**config.mk**
```make
export PLATFORM = sky130hd
export DESIGN_NAME = error_sum_accumulator
export DESIGN_NICKNAME = d
export VERILOG_FILES = /design/src/rtl/error_sum_accumulator.sv
export SDC_FILE = /design/constraint.sdc
export NUM_CORES = 1
export LEC_CHECK = 0
export CAP_MARGIN = 20
export CORE_MARGIN = 2
export CORE_UTILIZATION = 30
export DETAILED_ROUTE_END_ITERATION = 8
export SLEW_MARGIN = 15
export SYNTH_ARGS = -nofsm -noshare
export SYNTH_HDL_FRONTEND = slang
export SYNTH_SLANG_ARGS = --single-unit
```
**constraint.sdc**
```tcl
create_clock -name iClock -period 9.34 [get_ports iClock]
set_input_delay 1.868 -clock iClock [delete_from_list [all_inputs] [get_ports iClock]]
set_output_delay 1.868 -clock iClock [all_outputs]
set_load 0.02 [all_outputs]
```
**src/rtl/error_sum_accumulator.sv**
```systemverilog
// error_sum_accumulator: per-bit mismatch counters over a stream of samples for one chromosome evaluation
module error_sum_accumulator #(
  parameter int NUM_BITS  = 8,
  parameter int SUM_WIDTH = 32
) (
  input  logic                          iClock,
  input  logic                          iReset,
  input  logic                          iStart,
  input  logic                          iSampleValid,
  input  logic [NUM_BITS-1:0]           iChromOutput,
  input  logic [NUM_BITS-1:0]           iExpectedOutput,
  input  logic [NUM_BITS-1:0]           iValidOutput,
  input  logic                          iLastSample,
  input  logic                          iDoneAck,
  output logic                          oReady,
  output logic                          oDone,
  output logic [NUM_BITS*SUM_WIDTH-1:0] oErrorSums,
  output logic [15:0]                   oSampleCount
);
  typedef enum logic [1:0] {IDLE, ACCUM, FLUSH, DONE} state_t;
  state_t                state_q, state_d;
  logic [NUM_BITS-1:0]   mis_q;
  logic                  s1_valid_q;
  logic [15:0]           count_q;
  logic [SUM_WIDTH-1:0]  sum_q [NUM_BITS];
  logic                  start, accept;
  assign start  = (state_q == IDLE) && iStart;
  assign accept = (state_q == ACCUM) && iSampleValid;
  // FLUSH holds until the last sample's stage-2 update has landed
  always_comb
    state_d = start                                  ? ACCUM :
              (accept && iLastSample)                ? FLUSH :
              (state_q == FLUSH && !s1_valid_q)      ? DONE  :
              (state_q == DONE && iDoneAck)          ? IDLE  : state_q;
  always_ff @(posedge iClock or posedge iReset)
    if (iReset) begin
      state_q    <= IDLE;
      mis_q      <= '0;
      s1_valid_q <= 1'b0;
      count_q    <= '0;
      for (int k = 0; k < NUM_BITS; k++) sum_q[k] <= '0;
    end else begin
      state_q    <= state_d;
      s1_valid_q <= accept;
      mis_q      <= accept ? (iChromOutput ^ iExpectedOutput) & iValidOutput : '0;
      if (start) count_q <= '0;
      else if (accept && count_q != '1) count_q <= count_q + 16'd1;
      for (int k = 0; k < NUM_BITS; k++)
        if (start) sum_q[k] <= '0;
        else if (s1_valid_q && mis_q[k] && sum_q[k] != '1) sum_q[k] <= sum_q[k] + 1'b1;
    end
  for (genvar k = 0; k < NUM_BITS; k++) begin : g_out
    assign oErrorSums[k*SUM_WIDTH +: SUM_WIDTH] = sum_q[k];
  end
  assign oReady       = state_q == IDLE;
  assign oDone        = state_q == DONE;
  assign oSampleCount = count_q;
endmodule
```
==> results of run 1 <==
-- metrics by stage --
| stage | hold WS [ns] | std cells |
|---|---|---|
| after floorplan | 0.518 | 1725 |
| after global placement | 0.539 | 2636 |
| after detailed placement | 0.555 | 2636 |
| after CTS | 0.565 | 2704 |
| after global routing | 0.592 | 2704 |
| final | 0.559 | 2704 |
-- layout make-up --
type | instances | area (sq um)
Inverter | 29 | 113
Timing Repair Buffer | 319 | 3150
Multi-Input combinational cell | 1325 | 8140
Clock buffer | 57 | 1120
Tap cell | 680 | 851
Clock inverter | 11 | 116
Fill cell | 5114 | 31000
Sequential cell | 283 | 7080
-- sequential cells by signal, summed over array words and instances (netlist names) --
register,count
oErrorSums,256
oSampleCount,16
mis_q,8
state_q,2
s1_valid_q,1
-- cells in the final DEF (no fill, tap or decap), drive strengths merged, types with 5 or more instances in the layout --
master	netlist	final
buf	37	16
a311oi	5	5
o21a	7	7
nand4	93	93
ha	9	9
and3	38	38
or2	6	6
and4	33	33
nand3	101	101
a211oi	11	11
or3	91	91
and2	17	17
clkdlybuf4s50	0	303
xnor2	32	32
o21ai	101	101
nor2	94	94
nor4	36	36
clkbuf	51	57
nand2b	26	26
a21oi	166	166
mux2i	30	30
inv	29	29
o31ai	69	69
nor3	26	26
a31oi	10	10
clkinv	0	5
o211ai	18	18
o31a	5	5
nand2	157	157
xor2	19	19
nor4b	5	5
dfrtp	283	283
or4	83	83
-- kinds of logic after synthesis --
logic type	count (synthesis)	share of synthesized area
AO/OA/AOI/OAI	415	0.159
XOR/XNOR	51	0.0284
adder cells (fa/ha/maj)	9	0.00715
buffers and inverters	117	0.0339
flip-flops	283	0.450
multiplexers	30	0.0191
AND/OR/NAND/NOR	820	0.303
-- final timing paths --
check / start / endpoint / slack, ns / depth (start not counted)
min: oErrorSums[122]$_DFFE_PP0P_ / oErrorSums[122]$_DFFE_PP0P_ / 0.56 / 1
max reg2reg: s1_valid_q$_DFF_PP0_ / oErrorSums[155]$_DFFE_PP0P_ / 6.55 / 6
max: state_q[0]$_DFFE_PP0P_ / oReady / 5.54 / 2
min in group asynchronous: iReset / oErrorSums[143]$_DFFE_PP0P_ / 1.82 / 3
max in group asynchronous: iReset / oErrorSums[201]$_DFFE_PP0P_ / 5.84 / 4
min reg2reg: oErrorSums[122]$_DFFE_PP0P_ / oErrorSums[122]$_DFFE_PP0P_ / 0.56 / 1
-- report_power, final --
part	internal [W]	switching [W]	total, W
clock	0.000886	0.000566	0.00145
combinational	0.000118	0.000286	0.000404
sequential	0.00126	0.0000566	0.00132
total	0.00227	0.000909	0.00317
-- worst reg2reg max path, stage by stage, from the launching register on --
cell	delay, ns
dfrtp_1	0.60
buf_4	0.34
nand2_1	0.13
nor4_2	0.40
o211ai_1	0.45
or4_1	0.61
a21oi_1	0.17
-- layer usage --
layer / wire [um] / share of wire / up-vias
met5: 0 / 0 / -
met4: 1310 / 0.026 / 0
met3: 3760 / 0.076 / 84
met2: 22800 / 0.46 / 453
met1: 21900 / 0.44 / 7424
li1: - / - / 7138
==> flow_summary.toml, run 1 <==
[status]
status = "finished clean"

[sta]
max-slew-margin-rel = 0.313
fin_ws_ns = 5.54
setup_viol = 0
rsz0062_at_grt = "false"
finalSetupTns_ns = 0
fin_skew_ns = 0.0198
hold_violations = 0
min_period_ns = 3.80
period_share = 0.407
max_freq_mhz = 263
drv_slew = 0
tightest_slew_ns = 1.03

[global_route]
grt_antenna_before_repair = 1
first_global_vias = 14300
grt.met1_usage = 0.239
grt_pass1_wl_um = 79200
overflow = 0
track_usage = 0.180
use_met3 = 0.0457
busiest_layer = "met2"
grt_use_met2 = 0.285
grt_max_degree = 84

[cts]
cts.sinks = 283
cts_setup_buffers = 0
root_buffer = "clkbuf_16"
hold_buffers = 0
clk_path_buf_depth = 3
clkTransAtPathRegs_ns = 0.05
cts_buffers = 38
cts_resized = 0
cts_tree = "built"
htreeDepth = 2
clk_latency_ns = 0.55

[yosys]
yosysTopAreaCell = "dfrtp_1"
yosysMostFrequentCell = "dfrtp_1"
yosys.area.top_type_share = 0.450
synth_area_sq_mm = 0.0157
synth_seq_cells = 283
synthArstFlopShare = 1.00
synth_edf_count = 0
yosysSeqAreaShare = 0.450
synth_ff_type = "dfrtp_1"
netlist-cell-type-count = 71
yosys-top-cells-count = "283 x dfrtp_1, 166 x a21oi_1, 157 x nand2_1"
synthesis.nets = 1764
synth_area_per_cell_sq_um = 9.12
synthCells = 1725
ys_top_cells_by_area = "dfrtp_1 45%, a21oi_1 5.3%, or4_1 3.8%"
yosysWarnings = 0

[power_and_ir_drop]
leakage_nw = 7.78
powerDensity_mw_per_mm2 = 154
vdd_drop_max_uv = 165
power_w = 0.00317

[die]
die_width_um = 233
initial_core_util = 0.305
coreArea_sq_mm = 0.0516
num_rows = 83
die_y_um = 233
ios = 304
die_area_sq_mm = 0.0543

[placed_design]
port_buffers = 303
dp_hpwl_um = 34200
gp_congestion = 0.855
dp_slack_ns = 4.98
placed_cell_area_sq_mm = 0.0193

[worst_setup_path]
cp-start-kind = "flip-flop"
crit_family = "buffers and inverters"
slowest_delay_ns = 0.67
worstPathRequired_ns = 7.47
crit_type = "reg -> out"
end_kind = "primary output"
cpMaxStageDelayCell = "clkdlybuf4s50_1"
critPathBufInv = 1
cp_cell_sequence = "nor2_1 > clkdlybuf4s50_1"
worstPathArrival_ns = 1.94
worstPathMaxFanout = 7

[drt]
antenna_left = 0
drt_iter0_drc = 1060
num_vias = 15100
routed_wl_um = 49700
route.detailed.drc = 0
via_per_inst = 5.58
first_pass_iters = 6
wl_per_cell_um = 18.4

[cells_and_area]
final_cell_area_sq_mm = 0.0206
area_delta_synth_final_pct = 30.7
final_layout_size_suffix_gt1_frac = 0.0578
fin_nets = 2035
antenna_cells = 0
final_util = 0.399

[job]
drv_cap = 0

[min_path]
hold_path.class = "reg -> reg"
(Power assumes the default switching activity.)
==> inputs of run 2 (changes only) <==
clock period = 3.4 ns   (was 9.34 ns; I/O delays follow)
==> flow_summary.toml, run 2 (same netlist as run 1, synthesis figures left out) <==
[status]
status = "finished clean"

[worst_setup_path]
cp_cell_sequence = "nor2_1 > clkdlybuf4s50_1"
worstPathRequired_ns = 2.72
worstPathMaxFanout = 7
cpMaxStageDelayCell = "clkdlybuf4s50_1"
end_kind = "primary output"
slowest_delay_ns = 0.67
critPathBufInv = 1
worstPathArrival_ns = 1.94
crit_family = "buffers and inverters"
cp-start-kind = "flip-flop"
crit_type = "reg -> out"

[cells_and_area]
instances_no_fill = 2723
final_common_cell = "clkdlybuf4s50_1"
antenna_cells = 0
final_layout_size_suffix_gt1_frac = 0.0680
layout_common_cells = "303 x clkdlybuf4s50_1, 283 x dfrtp_1, 166 x a21oi_1"
area_delta_synth_final_pct = 32.8
fin_nets = 2056
largest_register_ffs = 256
final_util = 0.405

[die]
initial_core_util = 0.305
die_width_um = 233
die_y_um = 233
die_area_sq_mm = 0.0543
num_rows = 83
ios = 304
coreArea_sq_mm = 0.0516

[sta]
max-slew-margin-rel = 0.374
fin_ws_ns = 0.785
min_period_ns = 2.62
finalSetupTns_ns = 0
fin_skew_ns = 0.0272
period_share = 0.769
setup_viol = 0
hold_violations = 0
max_freq_mhz = 382
rsz0062_at_grt = "false"
drv_slew = 0
tightest_slew_ns = 0.938

[drt]
routed_wl_um = 50000
first_pass_iters = 5
num_vias = 15200
route.detailed.drc = 0
via_per_inst = 5.57
wl_per_cell_um = 18.3
drt_iter0_drc = 1195
antenna_left = 0

[global_route]
first_global_vias = 14500
grt_pass1_wl_um = 80000
grt_antenna_before_repair = 1
track_usage = 0.182
overflow = 0
grt_max_degree = 99

[cts]
root_buffer = "clkbuf_16"
cts_setup_buffers = 0
cts_tree = "built"
clkTransAtPathRegs_ns = 0.06
hold_buffers = 0
cts_buffers = 37
clk_latency_ns = 0.54
cts.sinks = 283
htreeDepth = 2
cts_resized = 0
clk_path_buf_depth = 3

[placed_design]
dp.cells = 2658
gp_congestion = 0.848
dp_slack_ns = 0.820
port_buffers = 303
dp_hpwl_um = 34900

[power_and_ir_drop]
powerDensity_mw_per_mm2 = 434
leakage_nw = 7.97
vdd_drop_max_uv = 517

[job]
drv_cap = 0

[min_path]
hold_path.class = "in -> async"
==> run 2: power breakdown <==
| part | leakage, nW | total (W) | internal (W) | switching [W] |
|---|---|---|---|---|
| clock | 0.639 | 0.00421 | 0.00264 | 0.00158 |
| sequential | 3.94 | 0.00360 | 0.00346 | 0.000137 |
| combinational | 3.39 | 0.00126 | 0.000422 | 0.000840 |
| total | 7.97 | 0.00908 | 0.00652 | 0.00255 |
==> run 2: final timing paths <==
| check | start | to | slack [ns] | cells past startpoint |
|---|---|---|---|---|
| setup reg to reg | oErrorSums[166]$_DFFE_PP0P_ | oErrorSums[161]$_DFFE_PP0P_ | 0.80 | 6 |
| hold reg to reg | oErrorSums[122]$_DFFE_PP0P_ | oErrorSums[122]$_DFFE_PP0P_ | 0.56 | 1 |
| setup / recovery | state_q[0]$_DFFE_PP0P_ | oReady | 0.78 | 2 |
| hold / removal | iReset | oErrorSums[51]$_DFFE_PP0P_ | 0.51 | 2 |
| min in group iClock | oErrorSums[122]$_DFFE_PP0P_ | oErrorSums[122]$_DFFE_PP0P_ | 0.56 | 1 |
| max in group asynchronous | iReset | oErrorSums[39]$_DFFE_PP0P_ | 1.95 | 3 |
==> run 2: metrics by stage <==
step	cell area (sq um)	hold slack (ns)	power, W
3_5_place_dp	19600	0.556	0.00495
6_report	20900	0.510	0.00908
3_3_place_gp	19600	0.538	0.00493
4_1_cts	20900	0.482	0.00924
2_1_floorplan	15700	0.518	0.00431
5_1_grt	20900	0.509	0.00949
==> run 2: layer usage <==
layer | part of all wire | GRT usage
met4 | 0.033 | 0.0641
met1 | 0.45 | 0.241
met5 | 0 | 0
met3 | 0.070 | 0.0523
met2 | 0.45 | 0.282
==> run 2: area by class of cell <==
class,instances,area [sq um]
repair buffers,341,3430
multi-input cells,1325,8130
well taps,680,851
clock inverters,14,235
clock buffers,51,1060
inverters,29,113
flip-flops and latches,283,7080
fillers,5034,30700
==> inputs of run 3 (changes only) <==
clock period = 2.2 ns   (was 3.4 ns; I/O delays follow)
==> flow_summary.toml, run 3 (same netlist as run 1, synthesis figures left out) <==
[status]
status = "finished clean"

[cells_and_area]
layout_common_cells = "283 x clkdlybuf4s50_1, 280 x dfrtp_1, 173 x buf_4"
final_layout_size_suffix_gt1_frac = 0.138
final_util = 0.428
antenna_cells = 0
final_common_cell = "clkdlybuf4s50_1"
n_fill_cell = 5033
largest_register_ffs = 256
area_delta_synth_final_pct = 40.3
fin_nets = 2207

[global_route]
track_usage = 0.187
grt_antenna_before_repair = 1
first_global_vias = 15100
grt_pass1_wl_um = 81900
grt_max_degree = 93
overflow = 0

[drt]
top_layer = "met4"
dr_wl_met2_um = 24000
wl_met1_um = 22700
via_per_inst = 5.48
first_pass_iters = 6
wl_per_cell_um = 18.0
antenna_left = 0
drt_iter0_drc = 943
wl_met3_um = 3460
num_vias = 15700
route.detailed.drc = 0
routed_wl_um = 51600

[cts]
cts.sinks = 283
clk_path_buf_depth = 3
clk_latency_ns = 0.55
clkTransAtPathRegs_ns = 0.06
cts_tree = "built"
root_buffer = "clkbuf_16"
cts_buffers = 37
htreeDepth = 2

[sta]
period_share = 0.977
drv_slew = 0
max_freq_mhz = 465
tightest_slew_ns = 0.589
fin_skew_ns = 0.0199
max-slew-margin-rel = 0.605
setup_viol = 0
rsz0062_at_grt = "true"
hold_violations = 0
min_period_ns = 2.15

[die]
initial_core_util = 0.305
num_rows = 83
die_area_sq_mm = 0.0543
die_y_um = 233
die_width_um = 233
ios = 304
coreArea_sq_mm = 0.0516

[job]
drv_cap = 0

[power_and_ir_drop]
powerDensity_mw_per_mm2 = 615
vdd_drop_max_uv = 493
leakage_nw = 9.01
power_w = 0.0136

[placed_design]
dp_hpwl_um = 37300
gp_congestion = 0.880
port_buffers = 303

[worst_setup_path]
crit_type = "reg -> out"
cp-start-kind = "flip-flop"
worstPathRequired_ns = 1.76
worstPathArrival_ns = 1.71
cp_cell_sequence = "buf_4 > clkdlybuf4s50_1"
worstPathMaxFanout = 4
end_kind = "primary output"
cpMaxStageDelayCell = "clkdlybuf4s50_1"
slowest_delay_ns = 0.66

[min_path]
hold_path.class = "in -> async"
[run 3: cell count changes in the layout (fill, tap and decap cells not counted), sizes merged]
cell	change
buf	+151
clkinv	-1
dlygate4sd2	+8
bufinv	-4
dlymetal6s2s	+12
clkdlybuf4s50	-20
clkbuf	+5
[run 3: path summary, 6_finish.rpt]
path                                             startpoint                     endpoint  slack [ns]  depth (start not counted)
worst min-delay path                                 iReset  oErrorSums[136]$_DFFE_PP0P_        0.37                          3
worst max-delay path             oErrorSums[64]$_DFFE_PP0P_               oErrorSums[64]        0.05                          2
min in group iClock                         iValidOutput[0]           mis_q[0]$_DFF_PP0_        0.47                          2
worst min register to register  oErrorSums[122]$_DFFE_PP0P_  oErrorSums[122]$_DFFE_PP0P_        0.54                          1
worst max register to register   oErrorSums[96]$_DFFE_PP0P_   oErrorSums[99]$_DFFE_PP0P_        0.07                          8
max in group asynchronous                            iReset  oErrorSums[227]$_DFFE_PP0P_        1.18                          4
[run 3: report_power, final]
| group | total, W | internal [W] | leakage, nW | switching [W] |
|---|---|---|---|---|
| clock network | 0.00590 | 0.00358 | 0.578 | 0.00232 |
| registers | 0.00554 | 0.00536 | 3.94 | 0.000178 |
| logic | 0.00214 | 0.000778 | 4.49 | 0.00136 |
| total | 0.0136 | 0.00972 | 9.01 | 0.00386 |
[run 3: worst max-delay path: cells and delay by family (launching register included)]
kind                   cells  cell delay [ns]
buffers and inverters      2             0.81
flip-flops                 1             0.36
[run 3: layout make-up]
| type | instances | area (sq um) | share of cell area |
|---|---|---|---|
| multi-input combinational | 1325 | 8240 | 0.373 |
| sequential | 283 | 7090 | 0.321 |
| timing repair buffer | 492 | 4620 | 0.209 |
| clock buffer | 56 | 1070 | 0.0483 |
| tap | 680 | 851 | 0.0385 |
| inverter | 29 | 113 | 0.00510 |
| clock inverter | 9 | 106 | 0.00482 |
[run 3: metal layers]
metal,track usage,up-vias
li1,-,7474
met1,0.247,7745
met2,0.296,435
met3,0.0466,87
met4,0.0675,0
met5,0,-
[run 3: per-stage QoR]
step	hold WS [ns]	TNS (ns)	cell area [sq um]	setup slack (ns)	std cells
2_1_floorplan	0.518	-563.00	15700	-1.99	1725
3_3_place_gp	0.535	-0.0586	20700	-0.0586	2800
3_5_place_dp	0.537	0	20700	0.0167	2800
4_1_cts	0.336	0	21900	0.00118	2865
5_1_grt	0.378	-0.104	22100	-0.0226	2874
6_report	0.369	0	22100	0.0499	2874
[run 3: timing repair]
action                     CTS  global route
setup endpoints to repair    9            75
gates cloned                 0             3
resized for setup            9            43
setup buffers                0             6
hold buffers                 0             0
pin swaps                    0             3
